`src/rtl/adder_share_arbiter.sv`:
```
// adder_share_arbiter
//   Round-robin arbiter that shares one WIDTH-bit adder with carry-in among
//   NUM_REQ requesters. The winner's operands are captured in IDLE, the sum is
//   computed into a register during CALC, and the result is held in RESP
//   until the consumer accepts it.
//
// Ports:
//   clk        rising-edge clock
//   rst        asynchronous active-high reset
//   req        per-requester level request
//   a_in/b_in  packed operands, requester k at [k*WIDTH +: WIDTH]
//   cin_in     carry-in, bit k belongs to requester k
//   gnt        one-hot grant, high for the single CALC cycle
//   busy       high in every state except IDLE
//   sum_out    registered a + b + cin, WIDTH+1 bits
//   sum_id     index of the requester owning sum_out
//   sum_valid  result valid
//   res_ready  consumer accepts the result
module adder_share_arbiter #(
    parameter int NUM_REQ = 4,
    parameter int WIDTH   = 4,
    parameter int ID_W    = $clog2(NUM_REQ)
) (
    input  logic                     clk,
    input  logic                     rst,
    input  logic [NUM_REQ-1:0]       req,
    input  logic [NUM_REQ*WIDTH-1:0] a_in,
    input  logic [NUM_REQ*WIDTH-1:0] b_in,
    input  logic [NUM_REQ-1:0]       cin_in,
    output logic [NUM_REQ-1:0]       gnt,
    output logic                     busy,
    output logic [WIDTH:0]           sum_out,
    output logic [ID_W-1:0]          sum_id,
    output logic                     sum_valid,
    input  logic                     res_ready
);

    typedef enum logic [1:0] {
        IDLE = 2'd0,
        CALC = 2'd1,
        RESP = 2'd2
    } state_t;

    state_t             state;
    logic [ID_W-1:0]    rr_ptr;
    logic [WIDTH-1:0]   a_r;
    logic [WIDTH-1:0]   b_r;
    logic               cin_r;
    logic [ID_W-1:0]    id_r;

    logic               win_found;
    logic [ID_W-1:0]    win_idx;
    logic [NUM_REQ-1:0] win_oh;
    logic [WIDTH-1:0]   win_a;
    logic [WIDTH-1:0]   win_b;
    logic               win_cin;
    logic [ID_W-1:0]    next_ptr;

    // Scan upward from rr_ptr with wrap; the first set request wins.
    always_comb begin
        win_found = 1'b0;
        win_idx   = '0;
        win_oh    = '0;
        win_a     = '0;
        win_b     = '0;
        win_cin   = 1'b0;
        for (int unsigned i = 0; i < NUM_REQ; i++) begin
            int unsigned j;
            j = rr_ptr;
            j = j + i;
            if (j >= NUM_REQ) begin
                j = j - NUM_REQ;
            end
            if (!win_found && req[j]) begin
                win_found = 1'b1;
                win_idx   = ID_W'(j);
                win_oh[j] = 1'b1;
                win_a     = a_in[j*WIDTH +: WIDTH];
                win_b     = b_in[j*WIDTH +: WIDTH];
                win_cin   = cin_in[j];
            end
        end
    end

    always_comb begin
        if (win_idx == ID_W'(NUM_REQ - 1)) begin
            next_ptr = '0;
        end else begin
            next_ptr = win_idx + 1'b1;
        end
    end

    always_ff @(posedge clk or posedge rst) begin
        if (rst) begin
            state     <= IDLE;
            rr_ptr    <= '0;
            a_r       <= '0;
            b_r       <= '0;
            cin_r     <= 1'b0;
            id_r      <= '0;
            gnt       <= '0;
            busy      <= 1'b0;
            sum_out   <= '0;
            sum_id    <= '0;
            sum_valid <= 1'b0;
        end else begin
            case (state)
                IDLE: begin
                    if (win_found) begin
                        a_r    <= win_a;
                        b_r    <= win_b;
                        cin_r  <= win_cin;
                        id_r   <= win_idx;
                        rr_ptr <= next_ptr;
                        gnt    <= win_oh;
                        busy   <= 1'b1;
                        state  <= CALC;
                    end
                end
                CALC: begin
                    gnt       <= '0;
                    sum_out   <= (WIDTH+1)'(a_r) + (WIDTH+1)'(b_r) + (WIDTH+1)'(cin_r);
                    sum_id    <= id_r;
                    sum_valid <= 1'b1;
                    state     <= RESP;
                end
                RESP: begin
                    if (res_ready) begin
                        sum_valid <= 1'b0;
                        busy      <= 1'b0;
                        state     <= IDLE;
                    end
                end
                default: begin
                    gnt       <= '0;
                    busy      <= 1'b0;
                    sum_valid <= 1'b0;
                    state     <= IDLE;
                end
            endcase
        end
    end

endmodule

```
`config.mk`:
```
export PLATFORM = sky130hd
export DESIGN_NAME = adder_share_arbiter
export DESIGN_NICKNAME = d
export VERILOG_FILES = /design/src/rtl/adder_share_arbiter.sv
export SDC_FILE = /design/constraint.sdc
export NUM_CORES = 1
export LEC_CHECK = 0
export BUFFER_PORTS_ARGS = -buffer_cell sky130_fd_sc_hd__buf_4
export CAP_MARGIN = 20
export CORE_ASPECT_RATIO = 0.9
export CORE_MARGIN = 4
export CORE_UTILIZATION = 40
export CTS_BUF_LIST = sky130_fd_sc_hd__clkbuf_4
export CTS_CLUSTER_SIZE = 8
export DETAILED_ROUTE_END_ITERATION = 10
export SLEW_MARGIN = 20
export SYNTH_ARGS = -nofsm -noshare
export SYNTH_HDL_FRONTEND = slang
export SYNTH_SLANG_ARGS = --single-unit
```
`constraint.sdc`:
```
create_clock -name clk -period 4.5 [get_ports clk]
set_input_delay 1.125 -clock clk [delete_from_list [all_inputs] [get_ports clk]]
set_output_delay 1.125 -clock clk [all_outputs]
set_load 0.01 [all_outputs]
```
# [After elaboration in Yosys (flattened, before gate mapping)]
# Index checks and enable logic that the tools add are counted.
[classes] n_addsub=10 order_cmp=12 eq_ne=5 n_shift=8 mux=62 bitwise_logic=6 n_reduce_logical=16
[ops] op="indexed part select 16 x 33 -> 4 bit" count=8
[ops] op=">= comparator 32 x 1 -> 1 bit (second input constant)" count=4
[ops] op="less-than comparator 32 x 3 -> 1 bit (second input constant)" count=4
[ops] op="2-to-1 mux 32 bit" count=4
[ops] op="2-to-1 mux 4 bit" count=13
[ops] op="2-to-1 mux 1 bit" count=22
[ops] op="binary-select mux 1 bit (select 2 bit)" count=8
[ops] op="2-to-1 mux 2 bit" count=7
[ops] op="OR 4 bit" count=3
[ops] op="subtractor 3 x 3 -> 4 bit (second input constant)" count=3
[ops] op=">= comparator 3 bit (second input constant)" count=3
[ops] op="demux 1 bit (select 2 bit)" count=4
[ops] op="one-hot mux 4 bit (2 select lines)" count=1
[ops] op="AND reduction 2 bit" count=4
[ops] op="logical AND 1 bit" count=7
[ops] op="adder 2 x 2 -> 3 bit (second input constant)" count=2
[ops] op="one-hot mux 1 bit (3 select lines)" count=2
[ops] op="one-hot mux 2 bit (3 select lines)" count=1
[ops] op="adder 4 x 4 -> 5 bit" count=1
[ops] op="adder 5 x 1 -> 5 bit" count=1
[ops] op="equality test 2 bit (second input constant)" count=2
[ops] op="!= test 2 bit (second input constant)" count=2
[ops] op="subtractor 2 x 3 -> 4 bit (second input constant)" count=1
[ops] op="adder 2 x 1 -> 3 bit (second input constant)" count=1
[ops] op="other kinds (7)" count=11
[totals] regBits=28 input_bits=43 word_cells=130

# [Longest topological paths before layout]
[logic_depth] word_depth=16 depth_mapped=16

# [Worst setup path before layout]
# No wires, ideal clock.
[synth_timing] path_kind="reg2reg" start="register rr_ptr[0]" end="register rr_ptr[0]" t_arrival_ps=3165 t_required_ps=4378 path_slack_ps=1214 stages_incl_launch_ff=15 path_buffers=6 path_cell_list="dfrtp_1 buf_6 buf_4 buf_4 buf_2 inv_1 ha_1 buf_2 mux4_2 buf_6 nor4b_4 a2bb2oi_1 ha_1 nor2_1 a32o_1"
[synth_between] elab_chain_len=16 word_cells_on_any_way=41
[synth_rtl] item="from (decl)" line_no="45" text="logic [ID_W-1:0] rr_ptr;"
[synth_rtl] item="from (signal assigned)" line_no="114" text="rr_ptr <= next_ptr;"
[synth_rtl] item="parallel branches: the longest is 13 deep, another holds subtractor 3 x 3 -> 4 bit"
[synth_rtl] item="2-to-1 mux 2 bit *" line_no="74" text="if (!win_found && req[j]) begin"
[synth_rtl] item="named net win_idx[1]" line_no="52" text="logic [ID_W-1:0] win_idx;"
[synth_rtl] item="equality test 2 bit *" line_no="86" text="if (win_idx == ID_W'(NUM_REQ - 1)) begin"
[synth_rtl] item="2-to-1 mux 2 bit *" line_no="86"
# Mark *: on every way through the listed nets, which the timed path passes. The select of a mux whose other input is x is not followed.
# A chain may end at the register's enable or synchronous reset.

# [Worst setup path after layout]
[layout_timing] start="register rr_ptr[0]" end="register id_r[1]"
[layout_between] elab_chain_len=15 word_cells_on_any_way=38
[layout_rtl] item="parallel branches: the longest is 15 deep, another holds subtractor 3 x 3 -> 4 bit"
[layout_rtl] item="to (signal assigned)" line_no="113" text="id_r <= win_idx;"
[layout_rtl] item="to (decl)" line_no="49" text="logic [ID_W-1:0] id_r;"
# Parallel ways; which one is timed is not known. The select of a mux whose other input is x is not followed.

==> run_results.csv <==
group,metric,value,unit
pwr,leakage,0.001420,µW
cells_and_area,final_area,0.003387,mm²
critical_path,critPathKind,"reg2reg",
detailed_routing,remaining_drc_errors,0,
global_route,gr-total-overflow,0,
global_route,grt_pass1_vias,2226,
clock_network,cts_made_buffers,3,
cells_and_area,multi_input_area,0.002002,mm²
clock_network,clock_latency,0.33,ns
placement,dp.final_hpwl,5071,µm
sta,hold_violations,0,
critical_path,critPathMaxStageDelay,0.79,ns
cells_and_area,fin_cells,405,
yosys,avgSynthCellArea,10.54,µm²
floorplanning,dieArea,0.008559,mm²
job,max-cap-violations,0,
global_route,antenna_found_initial,0,
critical_path,path_buf_inv,3,
sta,fin_crit,3.300,ns
yosys,seq_area_frac_synth,24.53,%
yosys,synth-edff-count,0,
detailed_routing,dr.pass1.iters,4,
critical_path,crit_family,"flip-flops",
sta,timing.fmax,303.1,MHz
sta,fin_skew,0.004150,ns
global_route,grt_usage,16.12,%
cells_and_area,layout-drive-gt1-share,37.78,%
detailed_routing,wire_per_inst,16.42,µm
cells_and_area,seq_area,701.9,µm²
yosys,yosysWarnings,0,
worst_hold_path,hold_class,"reg2reg",
global_route,grt_pass1_wl,11370,µm
detailed_routing,vias,2331,
clock_network,cts_hold_buffers,0,
detailed_routing,ant_nets,0,
critical_path,worstPathCellList,"inv_1 > ha_1 > mux4_2 > buf_4 > nor4_1 > nor3_2 > buf_4 > mux2_2",
clock_network,cts_setup_buffers,0,
sta,totalNegativeSetupSlack,0,ns
yosys,syn_inst,271,
sta,rsz0062_at_grt,"false",
critical_path,crit_top_cell,"buf_4",
floorplanning,start_util,42.25,%
floorplanning,die_w,97.08,µm
yosys,async_flop_share,100.0,%
placement,placed_cell_area,0.003334,mm²
clock_network,numClockSinks,28,
clock_network,clk_pin_slew_worst_paths,0.15,ns
pwr,ir_drop,271.1,µV
sta,period_share,73.33,%
detailed_routing,viasPerCell,5.756,
floorplanning,rows,28,
clock_network,cts_resized,0,
pwr,powerDensity,770.5,mW/mm²
critical_path,rrSetupSlack,1.20,ns
critical_path,critical_path.max_fanout,27,
cells_and_area,area_growth,18.57,%
critical_path,critPathSlowestCell,"dfrtp_2",
cells_and_area,utilization,50.09,%
clock_network,root_buffer,"clkbuf_4",
sta,slew_headroom,58.98,%
floorplanning,io_pins,56,
placement,place_inst,401,
clock_network,cts_tree,"built",
critical_path,cp.required,4.73,ns
cells_and_area,fillers,632,
critical_path,crit_arrival,3.53,ns
floorplanning,die_h,88.17,µm
yosys,syn_nets,326,
cells_and_area,fin_nets,371,
clock_network,ctsLongestPathBuffers,2,
cells_and_area,n_antenna_cell,0,
critical_path,end_kind,"flop",
sta,setup_violations,0,
placement,io_buffers,55,
detailed_routing,drt-initial-drc-count,150,
yosys,yosys_most_used_dff,"dfrtp_1",
outcome,outcome,"finished, final reports clean",
sta,worst-slew-pin-transition,0.6154,ns
global_route,grt_max_degree,37,
detailed_routing,totalWireLength,6652,µm
critical_path,crit_path_start_kind,"flop",
placement,gp_congestion,0.7371,
sta,slew_viol_final,0,
floorplanning,design.core.area,0.006761,mm²
clock_network,htreeDepth,1,
yosys,syn_area,0.002856,mm²
yosys,ys_types,39,
yosys,ys_ff_latch,28,
[area by class of cell]
| type | count | area share, % |
|---|---|---|
| Clock buffer | 3 | 0.6649 |
| Clock inverter | 1 | 0.8866 |
| Inverter | 8 | 0.8866 |
| Multi-Input combinational cell | 210 | 59.11 |
| Sequential cell | 28 | 20.72 |
| Tap cell | 90 | 3.325 |
| Timing Repair Buffer | 65 | 14.41 |
[synthesized netlist by cell type, types with 3 or more instances]
| library cell | n | share of area (%) |
|---|---|---|
| buf_2 | 7 | 1.2 |
| nor2b_1 | 7 | 1.5 |
| a221oi_1 | 4 | 1.2 |
| a21o_1 | 3 | 0.79 |
| mux2i_1 | 18 | 6.3 |
| a22o_1 | 4 | 1.2 |
| nor3_1 | 3 | 0.53 |
| mux4_2 | 32 | 25 |
| a21oi_1 | 3 | 0.53 |
| buf_4 | 3 | 0.79 |
| nor2_1 | 17 | 2.2 |
| ha_1 | 10 | 4.4 |
| nand2b_1 | 11 | 2.4 |
| inv_1 | 7 | 0.92 |
| nand3_1 | 9 | 1.6 |
| mux2_2 | 3 | 1.2 |
| clkbuf_1 | 11 | 1.4 |
| a31oi_1 | 10 | 2.2 |
| nand2_1 | 22 | 2.9 |
| o221a_2 | 8 | 3.2 |
| a211o_1 | 9 | 2.8 |
| dfrtp_1 | 28 | 25 |
| o21ai_0 | 21 | 3.7 |
[through the flow]
step                hold slack (ns)  setup WS, ns  power [µW]
floorplan                    0.4807         1.214        2027
CTS                          0.5029         1.181        2633
global placement             0.4642         1.218        2448
global route                 0.5180        0.9152        2862
finish                       0.4947         1.200        2610
detailed placement           0.4697         1.166        2468
[routing by layer]
layer	wire, µm	vias up	part of all wire (%)	track usage (%)
met4	31	0	0.47	3.571
met3	340	2	5.1	1.672
met2	2893	65	43	23.87
met1	3387	1130	51	25.41
li1	-	1134	-	-
met5	0	-	0	0
[placed cells by master (no fill, tap or decap), types with 2 or more instances in the layout]
cell type | Yosys | final
buf_4 | 3 | 65
mux4_2 | 32 | 32
dfrtp_1 | 28 | 27
nand2_1 | 22 | 22
o21ai_0 | 21 | 21
mux2i_1 | 18 | 18
nor2_1 | 17 | 17
nand2b_1 | 11 | 11
a31oi_1 | 10 | 10
ha_1 | 10 | 10
a211o_1 | 9 | 9
nand3_1 | 9 | 9
o221a_2 | 8 | 8
nor2b_1 | 7 | 7
inv_1 | 7 | 6
a221oi_1 | 4 | 4
a22o_1 | 4 | 4
a21o_1 | 3 | 3
a21oi_1 | 3 | 3
mux2_2 | 3 | 3
clkbuf_4 | 0 | 3
xor2_1 | 2 | 2
or2_2 | 2 | 2
nor3_1 | 3 | 2
fa_1 | 2 | 2
[power breakdown]
group | leakage [µW] | switching, µW | internal (µW) | total, µW
clock | 0.0000279 | 74.2 | 90.1 | 164
sequential | 0.000331 | 119 | 379 | 499
combinational | 0.00106 | 966 | 981 | 1950
total | 0.00142 | 1160 | 1450 | 2610
[state kept, by name, summed over array words and instances, names as in the netlist]
signal / flops
state: 2
a_r: 4
sum_id: 2
rr_ptr: 2
sum_out: 5
b_r: 4
cin_r: 1
busy: 1
id_r: 2
gnt: 4
sum_valid: 1
[cells by family after synthesis]
kind of cell,synth area share [%]
AO/OA/AOI/OAI,17.65
multiplexers,32.72
flip-flops,24.53
AND/OR/NAND/NOR,13.14
buffers and inverters,5.563
XOR/XNOR,0.6133
adder cells (fa/ha/maj),5.782
[final timing paths]
path	startpoint	to	depth (start not counted)
max	rr_ptr[0]	id_r[1]	8
min	sum_valid	sum_valid	1
max reg2reg	rr_ptr[0]	id_r[1]	8
min reg2reg	sum_valid	sum_valid	1
max in group asynchronous	rst	rr_ptr[0]	2
min in group asynchronous	rst	sum_valid	2
Power figures use the tool's default switching activity.
